<file path="config.mk">
export PLATFORM = sky130hd
export DESIGN_NAME = i2c_tick_scheduler
export DESIGN_NICKNAME = d
export VERILOG_FILES = /design/src/rtl/i2c_tick_scheduler_pkg.sv /design/src/rtl/i2c_tick_divider.sv /design/src/rtl/i2c_tick_scheduler.sv
export SDC_FILE = /design/constraint.sdc
export NUM_CORES = 1
export LEC_CHECK = 0
export BUFFER_PORTS_ARGS = -buffer_cell sky130_fd_sc_hd__buf_2
export CORE_MARGIN = 2
export CORE_UTILIZATION = 45
export DETAILED_ROUTE_END_ITERATION = 6
export GPL_ROUTABILITY_DRIVEN = 0
export PLACE_DENSITY_LB_ADDON = 0.1
export SETUP_SLACK_MARGIN = 0.15
export SKIP_LAST_GASP = 1
export SYNTH_ARGS = -nofsm -noshare
export SYNTH_HDL_FRONTEND = slang
export SYNTH_SLANG_ARGS = --single-unit
</file>
<file path="constraint.sdc">
create_clock -name i_clk -period 5.4 [get_ports i_clk]
set_clock_uncertainty 0.1 [all_clocks]
set_input_delay 0 -clock i_clk [delete_from_list [all_inputs] [get_ports i_clk]]
set_output_delay 0 -clock i_clk [all_outputs]
set_load 0.1 [all_outputs]
</file>
<file path="src/rtl/i2c_tick_scheduler_pkg.sv">
// Shared types and defaults for the I2C tick scheduler and its divider.
// Run-state encoding plus the reset-time divider threshold.
package i2c_tick_scheduler_pkg;

    localparam int          DIV_W_DEF     = 24;
    localparam int          CNT_W_DEF     = 8;
    localparam logic [23:0] RESET_THR_DEF = 24'd9;

    typedef enum logic [1:0] {
        ST_IDLE = 2'd0,
        ST_RUN  = 2'd1,
        ST_FIN  = 2'd2
    } sched_state_t;

endpackage

</file>
<file path="src/rtl/i2c_tick_divider.sv">
// Quarter-period divider: counts enabled cycles and strobes o_tick when the
// count reaches the active threshold, then restarts from zero.
module i2c_tick_divider
    import i2c_tick_scheduler_pkg::*;
#(
    parameter int DIV_W = DIV_W_DEF
) (
    input  logic             i_clk,
    input  logic             i_reset,
    input  logic             i_en,
    input  logic             i_clr,
    input  logic [DIV_W-1:0] i_thr,
    output logic             o_tick
);

    logic [DIV_W-1:0] r_count;
    logic [DIV_W-1:0] w_count_next;

    assign o_tick = i_en && (r_count == i_thr);

    always_comb begin
        w_count_next = r_count;
        if (i_clr) begin
            w_count_next = '0;
        end else if (i_en) begin
            w_count_next = o_tick ? '0 : r_count + DIV_W'(1);
        end
    end

    always_ff @(posedge i_clk or posedge i_reset) begin
        if (i_reset) begin
            r_count <= '0;
        end else begin
            r_count <= w_count_next;
        end
    end

endmodule

</file>
<file path="src/rtl/i2c_tick_scheduler.sv">
// Enable-strobe scheduler for the I2C FSM: four phase strobes per bit period,
// a bit counter for the requested run length, and a shadowed divider threshold.
module i2c_tick_scheduler
    import i2c_tick_scheduler_pkg::*;
#(
    parameter int               DIV_W     = DIV_W_DEF,
    parameter int               CNT_W     = CNT_W_DEF,
    parameter logic [DIV_W-1:0] RESET_THR = DIV_W'(RESET_THR_DEF)
) (
    input  logic             i_clk,
    input  logic             i_reset,
    input  logic             i_cfg_valid,
    output logic             o_cfg_ready,
    input  logic [DIV_W-1:0] i_cfg_threshold,
    input  logic             i_start,
    input  logic [CNT_W-1:0] i_nbits,
    input  logic             i_abort,
    output logic             o_busy,
    output logic             o_done,
    output logic             o_phase_tick,
    output logic [1:0]       o_phase,
    output logic             o_bit_tick,
    output logic [CNT_W-1:0] o_bit_index
);

    sched_state_t     r_state;
    sched_state_t     w_state_next;

    logic [1:0]       r_phase;
    logic [CNT_W-1:0] r_bit_index;
    logic [CNT_W-1:0] r_nbits;
    logic [DIV_W-1:0] r_active_thr;
    logic [DIV_W-1:0] r_shadow_thr;
    logic             r_shadow_full;

    logic             w_idle;
    logic             w_run;
    logic             w_start_acc;
    logic             w_phase_tick;
    logic             w_bit_tick;
    logic             w_last_bit;
    logic             w_cfg_acc;
    logic             w_cfg_direct;
    logic             w_copy;
    logic             w_div_clr;

    assign w_idle      = (r_state == ST_IDLE);
    assign w_run       = (r_state == ST_RUN);
    assign w_start_acc = w_idle && i_start;
    assign w_div_clr   = !w_run || i_abort;

    i2c_tick_divider #(
        .DIV_W (DIV_W)
    ) u_divider (
        .i_clk   (i_clk),
        .i_reset (i_reset),
        .i_en    (w_run),
        .i_clr   (w_div_clr),
        .i_thr   (r_active_thr),
        .o_tick  (w_phase_tick)
    );

    assign w_bit_tick = w_phase_tick && (r_phase == 2'd3);
    assign w_last_bit = w_bit_tick && ((r_bit_index + CNT_W'(1)) == r_nbits);

    // A config arriving in an IDLE cycle that does not launch a run goes
    // straight to the active threshold; otherwise it parks in the shadow.
    assign w_cfg_acc    = i_cfg_valid && !r_shadow_full;
    assign w_cfg_direct = w_cfg_acc && w_idle && !i_start;
    assign w_copy       = r_shadow_full && ((w_idle && !i_start) || (w_run && w_bit_tick));

    always_ff @(posedge i_clk or posedge i_reset) begin
        if (i_reset) begin
            r_state <= ST_IDLE;
        end else begin
            r_state <= w_state_next;
        end
    end

    always_comb begin
        w_state_next = r_state;
        o_busy       = 1'b0;
        o_done       = 1'b0;
        case (r_state)
            ST_IDLE: begin
                if (i_start) begin
                    w_state_next = (i_nbits == '0) ? ST_FIN : ST_RUN;
                end
            end
            ST_RUN: begin
                o_busy = 1'b1;
                if (i_abort) begin
                    w_state_next = ST_IDLE;
                end else if (w_last_bit) begin
                    w_state_next = ST_FIN;
                end
            end
            ST_FIN: begin
                o_done       = 1'b1;
                w_state_next = ST_IDLE;
            end
            default: begin
                w_state_next = ST_IDLE;
            end
        endcase
    end

    always_ff @(posedge i_clk or posedge i_reset) begin
        if (i_reset) begin
            r_phase     <= 2'd0;
            r_bit_index <= '0;
            r_nbits     <= '0;
        end else begin
            if (w_div_clr) begin
                r_phase <= 2'd0;
            end else if (w_phase_tick) begin
                r_phase <= r_phase + 2'd1;
            end

            if (w_start_acc || (i_abort && !w_idle)) begin
                r_bit_index <= '0;
            end else if (w_run && w_bit_tick) begin
                r_bit_index <= r_bit_index + CNT_W'(1);
            end

            if (w_start_acc) begin
                r_nbits <= i_nbits;
            end
        end
    end

    always_ff @(posedge i_clk or posedge i_reset) begin
        if (i_reset) begin
            r_active_thr  <= RESET_THR;
            r_shadow_thr  <= '0;
            r_shadow_full <= 1'b0;
        end else begin
            if (w_copy) begin
                r_active_thr <= r_shadow_thr;
            end else if (w_cfg_direct) begin
                r_active_thr <= i_cfg_threshold;
            end

            if (w_copy) begin
                r_shadow_full <= 1'b0;
            end else if (w_cfg_acc && !w_cfg_direct) begin
                r_shadow_full <= 1'b1;
            end

            if (w_cfg_acc && !w_cfg_direct) begin
                r_shadow_thr <= i_cfg_threshold;
            end
        end
    end

    assign o_cfg_ready  = !r_shadow_full;
    assign o_phase_tick = w_phase_tick;
    assign o_phase      = r_phase;
    assign o_bit_tick   = w_bit_tick;
    assign o_bit_index  = r_bit_index;

endmodule

</file>
==> impl_metrics.toml <==
[synthesis]
synth_edf_count = 0
synth_area_leaders = "dfrtp_1 (48%), mux2_2 (7.9%), xnor2_1 (7.1%)"
synth_seq_area_share_pct = 49.4
synth.most_common_cell = "dfrtp_1"
ys_ff_latch = 93
synth_ff_type = "dfrtp_1"
ys_async_sr_fraction_pct = 100
yosysWarnings = 0
ys_top_cells_by_count = "dfrtp_1 (91), nor2_1 (42), xnor2_1 (38)"
synth_top_area_share_pct = 48.3
syn-num-nets = 464
synth_cells = 424
synth_area_per_cell_um2 = 11.1
synth_cell_types = 43
synth_top_cell_by_area = "dfrtp_1"
syn-cell-area_um2 = 4720

[floorplanning]
die_h_um = 106
core_um2 = 10200
dieArea_um2 = 11300
core.rowCount = 37
die_w_um = 106
io_pins = 52
start_util_pct = 46.1

[cells_and_area]
n_fill_cell = 919
drive_gt1_share_pct = 22.3
antenna_cells = 0
area_growth_pct = 19.3
multiInputGateArea_um2 = 2250
nets = 547
final_area_um2 = 5630
seqCellArea_um2 = 2330

[detailed_routing]
viasPerCell = 5.40
drc = 0
postRouteAntennaNets = 0
wl_um = 10500
routedWlPerCell_um = 16.3
drt_iter0_markers = 159
dr.pass1.iters = 4
vias = 3499

[cts]
numClockSinks = 93
clockBufferDepth = 2
cts_buffers = 9
htreeDepth = 3
cts_hold_buffers = 35
clk_pin_slew_ns = 0.09
cts_tree = "done"
cts_resized = 0
cts_setup_buffers = 0
cts_root_buf = "clkbuf_8"
clkLatencyLatePin_ns = 0.36

[sta]
setup_viol_count_final = 0
finalCritPeriodShare_pct = 50.8
fin_crit_ns = 2.74
timing.fmax_mhz = 365
grt_setup_unrepaired = "no"
timing.final.max_slew_violations = 0
worstMarginPinSlew_ns = 1.15
hold_viol_final = 0
slew-limit-headroom_pct = 23.5
tns_ns = 0
setup_slack_ns = 2.66

[critical_path]
r2r_setup_slack_ns = 2.66
endpoint_kind = "flip-flop"
cpPeakStageDelay_ns = 0.97
arrival_ns = 2.94
crit_family = "compound AO/OA/AOI/OAI gates"
start_kind = "flip-flop"
required_ns = 5.59
cp_max_fo = 24
ff2ff_path_depth = 5
crit_type = "reg2reg"
crit_chain = "xor2_1 > nor4_1 > nand4_2 > o21ai_2 > a221o_1"
r2r_end = "r_active_thr[9]"
path_buf_inv = 0
r2r-start = "u_divider.r_count[13]"
cpMaxStageDelayCell = "o21ai_2"

[grt]
grt_pass1_vias = 3553
gr-total-overflow = 0
grt_pass1_wl_um = 17900
antenna_found_initial = 0
grt_use_total_pct = 20.2
grt_max_degree = 55

[place]
place_hpwl_um = 7330
placed_area_um2 = 5070
place_ws_ns = 2.65
port_buffers = 51

[pwr]
peakVddDrop_v = 0.000160
p_leak_nw = 2.38
power_density_nw_per_um2 = 335
power.total_mw = 1.88

[min_path]
hold_path_class = "in2reg"
hp-start = "i_start"
min_path_cells = 3
holdPathEnd = "r_shadow_full"

[outcome]
status = "complete, no violations"

[run]
maxCapViolations = 0
==> cells in the final DEF, fill, tap and decap left out, types with 3 or more instances in the layout <==
cell / count
dlygate4sd3_1: 35
o41ai_1: 4
buf_4: 3
nor3_1: 7
nand4_1: 12
nand4b_1: 3
nand3_1: 14
o21ai_0: 5
clkbuf_8: 11
nand2_1: 7
xnor2_1: 38
or3_1: 3
nand2b_1: 3
mux2_2: 33
and3_1: 8
nor4_1: 11
buf_2: 51
and4_1: 5
nor2_1: 42
ha_1: 3
xor2_1: 20
nor2b_1: 4
a221o_1: 24
dfrtp_1: 91
inv_1: 10
and2_1: 28
a21oi_1: 10
==> layer usage <==
layer / up-vias / track usage [%] / share of wire, %
met1: 1732 / 28.2 / 48
met3: 15 / 4.29 / 3.7
met5: - / 0 / 0
li1: 1695 / - / -
met2: 57 / 31.3 / 47
met4: 0 / 6.67 / 1.4
==> state kept, by name, summed over array words and instances, names as in the netlist <==
| register | cells |
|---|---|
| o_bit_index | 8 |
| r_shadow_full | 1 |
| u_divider.r_count | 24 |
| r_state | 2 |
| r_active_thr | 24 |
| o_phase | 2 |
| r_nbits | 8 |
| r_shadow_thr | 24 |
==> kinds of logic (layout without fill, tap and decap cells) <==
kind of cell,after synthesis,count (layout),share of synthesized area (%)
buffers and inverters,28,116,3.13
adders and majority gates,3,3,0.796
and+or+nand+nor,157,157,18.7
muxes,34,34,8.09
AOI/OAI and AO/OA,51,51,9.12
xor gates and xnor gates,58,58,10.8
DFF,93,93,49.4
==> worst register-to-register path, cell delays in order, from the launching register on <==
cell and delay [ns]:
dfrtp_1 0.43, xor2_1 0.20, nor4_1 0.37, nand4_2 0.31, o21ai_2 0.97, a221o_1 0.30
==> worst max-delay path by stage <==
stage                                     start                to  slack, ns  cells after the start
final                     u_divider.r_count[13]   r_active_thr[9]       2.66                      5
after global routing      u_divider.r_count[11]   r_active_thr[9]       2.38                      5
after CTS                 u_divider.r_count[11]   r_active_thr[9]       2.62                      5
after detailed placement  u_divider.r_count[11]  r_active_thr[19]       2.65                      5
after global placement    u_divider.r_count[11]  r_active_thr[10]       2.70                      5
after floorplan           u_divider.r_count[11]     r_shadow_full       2.45                      6
==> area by class of cell <==
type,count,share of cell area (%)
sequential,93,41.4
clock buffer,11,2.69
timing repair buffer,89,11.2
inverter,11,0.756
multi-input combinational,303,39.9
clock inverter,5,1.05
tap,136,3.02
==> through the flow <==
step | std cells | hold WS (ns) | utilization (%)
6_report | 648 | 0.0143 | 55.0
5_1_grt | 648 | 0.00869 | 55.0
4_1_cts | 648 | 0.00580 | 55.0
3_5_place_dp | 597 | 0.0273 | 49.5
3_3_place_gp | 597 | 0.0279 | 49.5
2_1_floorplan | 424 | 0.0517 | -
==> power breakdown <==
part	internal (mW)	switching, mW	leakage [nW]
clock	0.239	0.250	0.102
sequential	0.847	0.112	1.18
combinational	0.226	0.209	1.10
Note: power is estimated with default switching activity, not from simulation.
